--- src/rtl/imem_access_arbiter.sv ---
// Single-port instruction memory arbiter: boot-phase loader, then run-phase
// loader/fetch sharing with a starvation guard for fetch.
module imem_access_arbiter #(
  parameter int unsigned ADDR_W   = 12,
  parameter int unsigned INSTR_W  = 19,
  parameter int unsigned MAX_WAIT = 3
) (
  input  logic               clock,
  input  logic               reset,
  input  logic               ld_valid,
  output logic               ld_ready,
  input  logic [ADDR_W-1:0]  ld_addr,
  input  logic [INSTR_W-1:0] ld_data,
  input  logic               ld_last,
  input  logic               f_valid,
  output logic               f_ready,
  input  logic [ADDR_W-1:0]  f_addr,
  output logic               f_rsp_valid,
  output logic [INSTR_W-1:0] f_rsp_data,
  output logic               mem_en,
  output logic               mem_we,
  output logic [ADDR_W-1:0]  mem_addr,
  output logic [INSTR_W-1:0] mem_wdata,
  input  logic [INSTR_W-1:0] mem_rdata,
  output logic               boot_done
);

  localparam int unsigned WCW = (MAX_WAIT > 0) ? $clog2(MAX_WAIT + 1) : 1;
  localparam logic [WCW-1:0] WAIT_MAX = WCW'(MAX_WAIT);

  typedef enum logic {BOOT, RUN} state_t;

  state_t         r_state;
  state_t         w_state_nxt;
  logic [WCW-1:0] r_wait_cnt;
  logic [WCW-1:0] w_wait_nxt;
  logic           r_rsp_valid;
  logic           w_ld_acc;
  logic           w_f_acc;

  // State register plus the wait counter and response flag.
  always_ff @(posedge clock) begin
    if (!reset) begin
      r_state     <= BOOT;
      r_wait_cnt  <= '0;
      r_rsp_valid <= 1'b0;
    end else begin
      r_state     <= w_state_nxt;
      r_wait_cnt  <= w_wait_nxt;
      r_rsp_valid <= w_f_acc;
    end
  end

  always_comb begin
    w_state_nxt = r_state;
    if (r_state == BOOT && w_ld_acc && ld_last) begin
      w_state_nxt = RUN;
    end
  end

  // Grant rule: a starved fetch preempts the loader; otherwise the loader wins.
  always_comb begin
    ld_ready = 1'b1;
    f_ready  = 1'b0;
    if (r_state == RUN) begin
      if (f_valid && r_wait_cnt == WAIT_MAX) begin
        ld_ready = 1'b0;
        f_ready  = 1'b1;
      end else if (ld_valid) begin
        ld_ready = 1'b1;
        f_ready  = 1'b0;
      end else begin
        ld_ready = 1'b1;
        f_ready  = 1'b1;
      end
    end
  end

  assign w_ld_acc = ld_valid && ld_ready;
  assign w_f_acc  = f_valid && f_ready;

  always_comb begin
    w_wait_nxt = r_wait_cnt;
    if (r_state == BOOT || !f_valid || w_f_acc) begin
      w_wait_nxt = '0;
    end else if (r_wait_cnt != WAIT_MAX) begin
      w_wait_nxt = r_wait_cnt + 1'b1;
    end
  end

  always_comb begin
    mem_en    = 1'b0;
    mem_we    = 1'b0;
    mem_addr  = '0;
    mem_wdata = '0;
    if (w_ld_acc) begin
      mem_en    = 1'b1;
      mem_we    = 1'b1;
      mem_addr  = ld_addr;
      mem_wdata = ld_data;
    end else if (w_f_acc) begin
      mem_en   = 1'b1;
      mem_addr = f_addr;
    end
  end

  assign f_rsp_valid = r_rsp_valid;
  assign f_rsp_data  = r_rsp_valid ? mem_rdata : '0;
  assign boot_done   = (r_state == RUN);

endmodule
--- config.mk ---
export PLATFORM = sky130hd
export DESIGN_NAME = imem_access_arbiter
export DESIGN_NICKNAME = d
export VERILOG_FILES = /design/src/rtl/imem_access_arbiter.sv
export SDC_FILE = /design/constraint.sdc
export NUM_CORES = 1
export LEC_CHECK = 0
export BUFFER_PORTS_ARGS = -buffer_cell sky130_fd_sc_hd__buf_2
export CAP_MARGIN = 10
export CORE_ASPECT_RATIO = 1.4
export CORE_MARGIN = 2
export CORE_UTILIZATION = 28
export CTS_CLUSTER_DIAMETER = 200
export DETAILED_ROUTE_END_ITERATION = 8
export PLACE_DENSITY = 0.81
export SLEW_MARGIN = 20
export SYNTH_ARGS = -nofsm -noshare
export SYNTH_HDL_FRONTEND = slang
export SYNTH_SLANG_ARGS = --single-unit
--- constraint.sdc ---
create_clock -name clock -period 1.42 [get_ports clock]
set_clock_uncertainty 0.1 [all_clocks]
set_input_delay 0.142 -clock clock [delete_from_list [all_inputs] [get_ports clock]]
set_output_delay 0.142 -clock clock [all_outputs]
set_load 0.03 [all_outputs]
==> After elaboration in Yosys (flattened, before gate mapping) <==
Cells that the tools add are included.
W data, S select, Z words.
{ "classes": {"n_bitwise": 2, "n_eq_ne": 2, "mux": 12, "addsub": 1, "n_reduce_logical": 9} }
{ "ops": {"columns": ["op", "n"], "rows": [
  ["$mux W19", 2],
  ["$mux W12", 2],
  ["$mux W1", 8],
  ["$logic_and A1 B1 Y1", 5],
  ["$add A2 B1 Y2 const B", 1],
  ["$eq A2 B2 Y1 const B", 1],
  ["$logic_or A1 B1 Y1", 2],
  ["$ne A2 B2 Y1 const B", 1],
  ["$not A1 Y1", 2],
  ["$reduce_or A2 Y1", 1],
  ["$logic_not A1 Y1", 1]
]} }
{ "totals": {"regBits": 4, "word_cells": 29, "in_bits": 67, "out_inout_bits": 56} }

==> Logic depth before layout (Yosys ltp) <==
{ "logic_depth": {"ltp_word": 7, "ltp_mapped": 5, "ltp_nobuf": 4} }

==> Least setup slack after synthesis <==
OpenSTA, ideal clock, no wires.
{ "synth_timing": {"path_type": "register to output", "start": "register r_state, in the netlist boot_done", "end": "output mem_addr[0]", "path_slack_ns": -0.425, "arrival_ns": 1.603, "required_ns": 1.178, "path_buffers": 0, "path_stages_with_launch": 3, "cell_sequence": "dfxtp_1 nand2_1 o32ai_1"} }
{ "synth_via": {"elab_chain_cells": 4, "word_cells_on_any_way": 6, "cone_classes": "4 x mux; 2 x reduce/logical"} }
{ "synth_lines": {"columns": ["element", "line_no", "rtl"], "rows": [
  ["from (decl)", "33", "state_t r_state;"],
  ["from (signal assigned)", "48", "r_state <= w_state_nxt;"],
  ["$mux W1", "65", "if (r_state == RUN) begin"],
  ["$logic_and A1 B1 Y1", "80", "assign w_f_acc = f_valid && f_ready;"],
  ["$mux W12", "101", "end else if (w_f_acc) begin"],
  ["$mux W12 (*)", "96", "if (w_ld_acc) begin"],
  ["to (decl)", "22", "output logic [ADDR_W-1:0] mem_addr,"]
]} }
Every way passes the cells marked *; elsewhere a longest branch is shown, timed or not.

==> Worst setup path after layout <==
{ "layout_timing": {"start": "register r_wait_cnt[0]", "end": "output mem_wdata[1]"} }
{ "layout_via": {"elab_chain_cells": 6} }
{ "layout_lines": {"columns": ["element", "line_no", "rtl"], "rows": [
  ["from (decl)", "35", "logic [WCW-1:0] r_wait_cnt;"],
  ["from (signal assigned)", "49", "r_wait_cnt <= w_wait_nxt;"],
  ["$eq A2 B2 Y1", "66", "if (f_valid && r_wait_cnt == WAIT_MAX) begin"],
  ["$logic_and A1 B1 Y1", "66", null],
  ["$mux W1", "66", null],
  ["$mux W1", "65", null],
  ["$logic_and A1 B1 Y1", "79", "assign w_ld_acc = ld_valid && ld_ready;"],
  ["$mux W19", "96", null],
  ["to (decl)", "23", "output logic [INSTR_W-1:0] mem_wdata,"]
]} }
Every way passes these cells.

==> results.toml <==
[detailed_routing]
drc = 0
post_drt_via_cell_ratio = 4.734
drtIter0Drc = 27
via_count = 1264
dr.pass1.iters = 4
wl_per_cell_um = 13.90
routed_wl_mm = 3.711
ant_nets = 0

[timing]
tightest_slew_ns = 0.2198
hold_violations = 0
setup_violations = 33
rsz0062_at_grt = "true"
max_freq_mhz = 587.1
slew_violations = 0
layout_setup_ws_ns = -0.2833
fin_crit_sh = 1.199
period_needed_ns = 1.703
max_slew_margin = 0.8535

[die]
initial_core_util = 0.2938
fp.dieW_um = 48.27
rows = 22
ios = 123
core-area_mm2 = 0.002615
chipHeight_um = 65.98
dieArea_mm2 = 0.003185

[power]
total_leakage_power_nw = 1.038
ir_worst_vdd_mv = 0.3292
p_per_area_mw_per_mm2 = 401.8

[logic_synthesis]
syn_area_um2 = 768.2
synth-warning-count = 0
synth-edff-count = 0
synthMuxAreaShare = 0
synth_async_sr_flop_share = 0
synthSimpleGateAreaFrac = 0.4707
ys_seq_area_frac = 0.1042
synth_top_family_by_area = "simple AND/OR/NAND/NOR gates"
post_synth_inst_count = 103
synth_compound_area_frac = 0.2410
synth_nets = 171
ys_ff_latch = 4
synth_ff_type = "dfxtp_1"
synth_cell_types = 23
synthXorXnorAreaFrac = 0
synth_fa_ha_area_frac = 0.01629
avgSynthCellArea_um2 = 7.459

[place]
io_buffers = 122
hpwl_mm = 2.469
place_ws_ns = -0.1202
place_congestion = 0.7752
dpl-instance-area_mm2 = 0.001597

[run_status]
violations = "negative setup slack"
status = "complete, but fails checks"

[worst_hold_path]
hold_path_class = "primary input to flip-flop"

[cells_and_area]
final_common_cell = "buf_2"
final_cell_mix = "87 x buf_2, 33 x buf_6, 20 x and3_4, 19 x and2_1, 13 x nand2_1"
utilization = 0.7689
drive_gt1_frac = 0.7835
n_antenna_cell = 0
fin_nets = 301
filler_cell_count = 177
stdcell_area_mm2 = 0.002011
area_growth_pct = 161.7

[critical_path]
cp-start-kind = "flip-flop"
critPathKind = "flip-flop to output port"
critPathArrivalTime_ns = 1.46
cp-end-kind = "output port"
critical_path_required_ns = 1.18
cp_max_fo = 6

[cts]
clk_pin_slew_ns = 0.04
clk_latency_ns = 0.23
hold_buffers = 0
cts_tree = "yes"
numCtsBuffers = 3
cts_buffer_depth = 2
clock-root-buffer = "clkbuf_4"
htreeDepth = 1
clkSinkCount = 4

[global_route]
antenna_found_initial = 0
grt_pass1_wl_mm = 5.278
grt_pass1_vias = 1300
grt-ovfl-total = 0
grt_usage = 0.2279
grt_max_degree = 37

[run]
maxCapViolations = 0
## registers in the layout, summed over array words and instances, names as in the netlist
signal and cells:
f_rsp_valid 1, boot_done 1, r_wait_cnt 2
## cell usage after synthesis, types with 3 or more instances
library cell,count,area share
and2_1,20,0.16
and3_1,19,0.15
nand2_1,14,0.068
inv_1,12,0.059
o32ai_2,9,0.19
buf_6,5,0.073
dfxtp_1,4,0.10
clkbuf_1,3,0.015
o32ai_1,3,0.034
## kinds of logic (layout without fill, tap and decap cells)
| group | after synthesis | in the layout |
|---|---|---|
| simple gates | 61 | 61 |
| buf+inv | 23 | 151 |
| fa+ha+maj | 1 | 1 |
| flops | 4 | 4 |
| compound gates | 14 | 14 |
## final timing paths
kind	startpoint	to	slack (ns)	cells after the start
max reg2reg	r_wait_cnt[0]	f_rsp_valid	0.16	5
min reg2reg	boot_done	boot_done	0.43	2
min	reset	boot_done	0.06	2
max	r_wait_cnt[0]	mem_wdata[1]	-0.28	6
## final cells by class
class | count | area, µm² | share of cell area
clock buffers | 3 | 22.52 | 0.01120
multi-input cells | 76 | 799.5 | 0.3976
flip-flops and latches | 4 | 87.58 | 0.04356
inverters | 13 | 56.30 | 0.02800
repair buffers | 133 | 984.7 | 0.4897
well taps | 36 | 45.04 | 0.02240
repair inverters | 2 | 15.01 | 0.007467
## power by group
part           internal (mW)  total (mW)  switching (mW)
sequential             0.116       0.121         0.00505
clock                 0.0945       0.140          0.0457
combinational          0.272       0.547           0.275
## routing by layer
metal | GRT usage | share of wire
met5 | 0 | 0
met2 | 0.4375 | 0.57
met1 | 0.1980 | 0.32
met4 | 0.1081 | 0.023
met3 | 0.05464 | 0.094
## worst max-delay path, stage by stage, from the launching register on
cell and delay [ns]:
dfxtp_2 0.34, ha_4 0.14, and3_4 0.29, buf_12 0.13, inv_8 0.03, and3_4 0.16, buf_6 0.13
## through the flow
step / setup TNS [ns] / hold slack, ns / power [mW] / instances
2_1_floorplan: -0.4927 / 0.1700 / 0.3960 / 103
3_3_place_gp: -1.067 / 0.2985 / 0.5534 / 258
3_5_place_dp: -1.798 / 0.2952 / 0.5591 / 258
4_1_cts: -7.381 / 0.05035 / 0.8075 / 265
5_1_grt: -8.808 / 0.06287 / 0.8470 / 267
6_report: -7.796 / 0.05998 / 0.8079 / 267
## what timing repair did
item | in CTS | in global routing
setup buffers | 3 | 2
hold endpoints to repair | 0 | 0
gates resized for setup | 92 | 4
cloned | 2 | 1
setup endpoints to repair | 53 | 35
pin swaps | 21 | 2
Note: power is estimated with default switching activity, not from simulation.
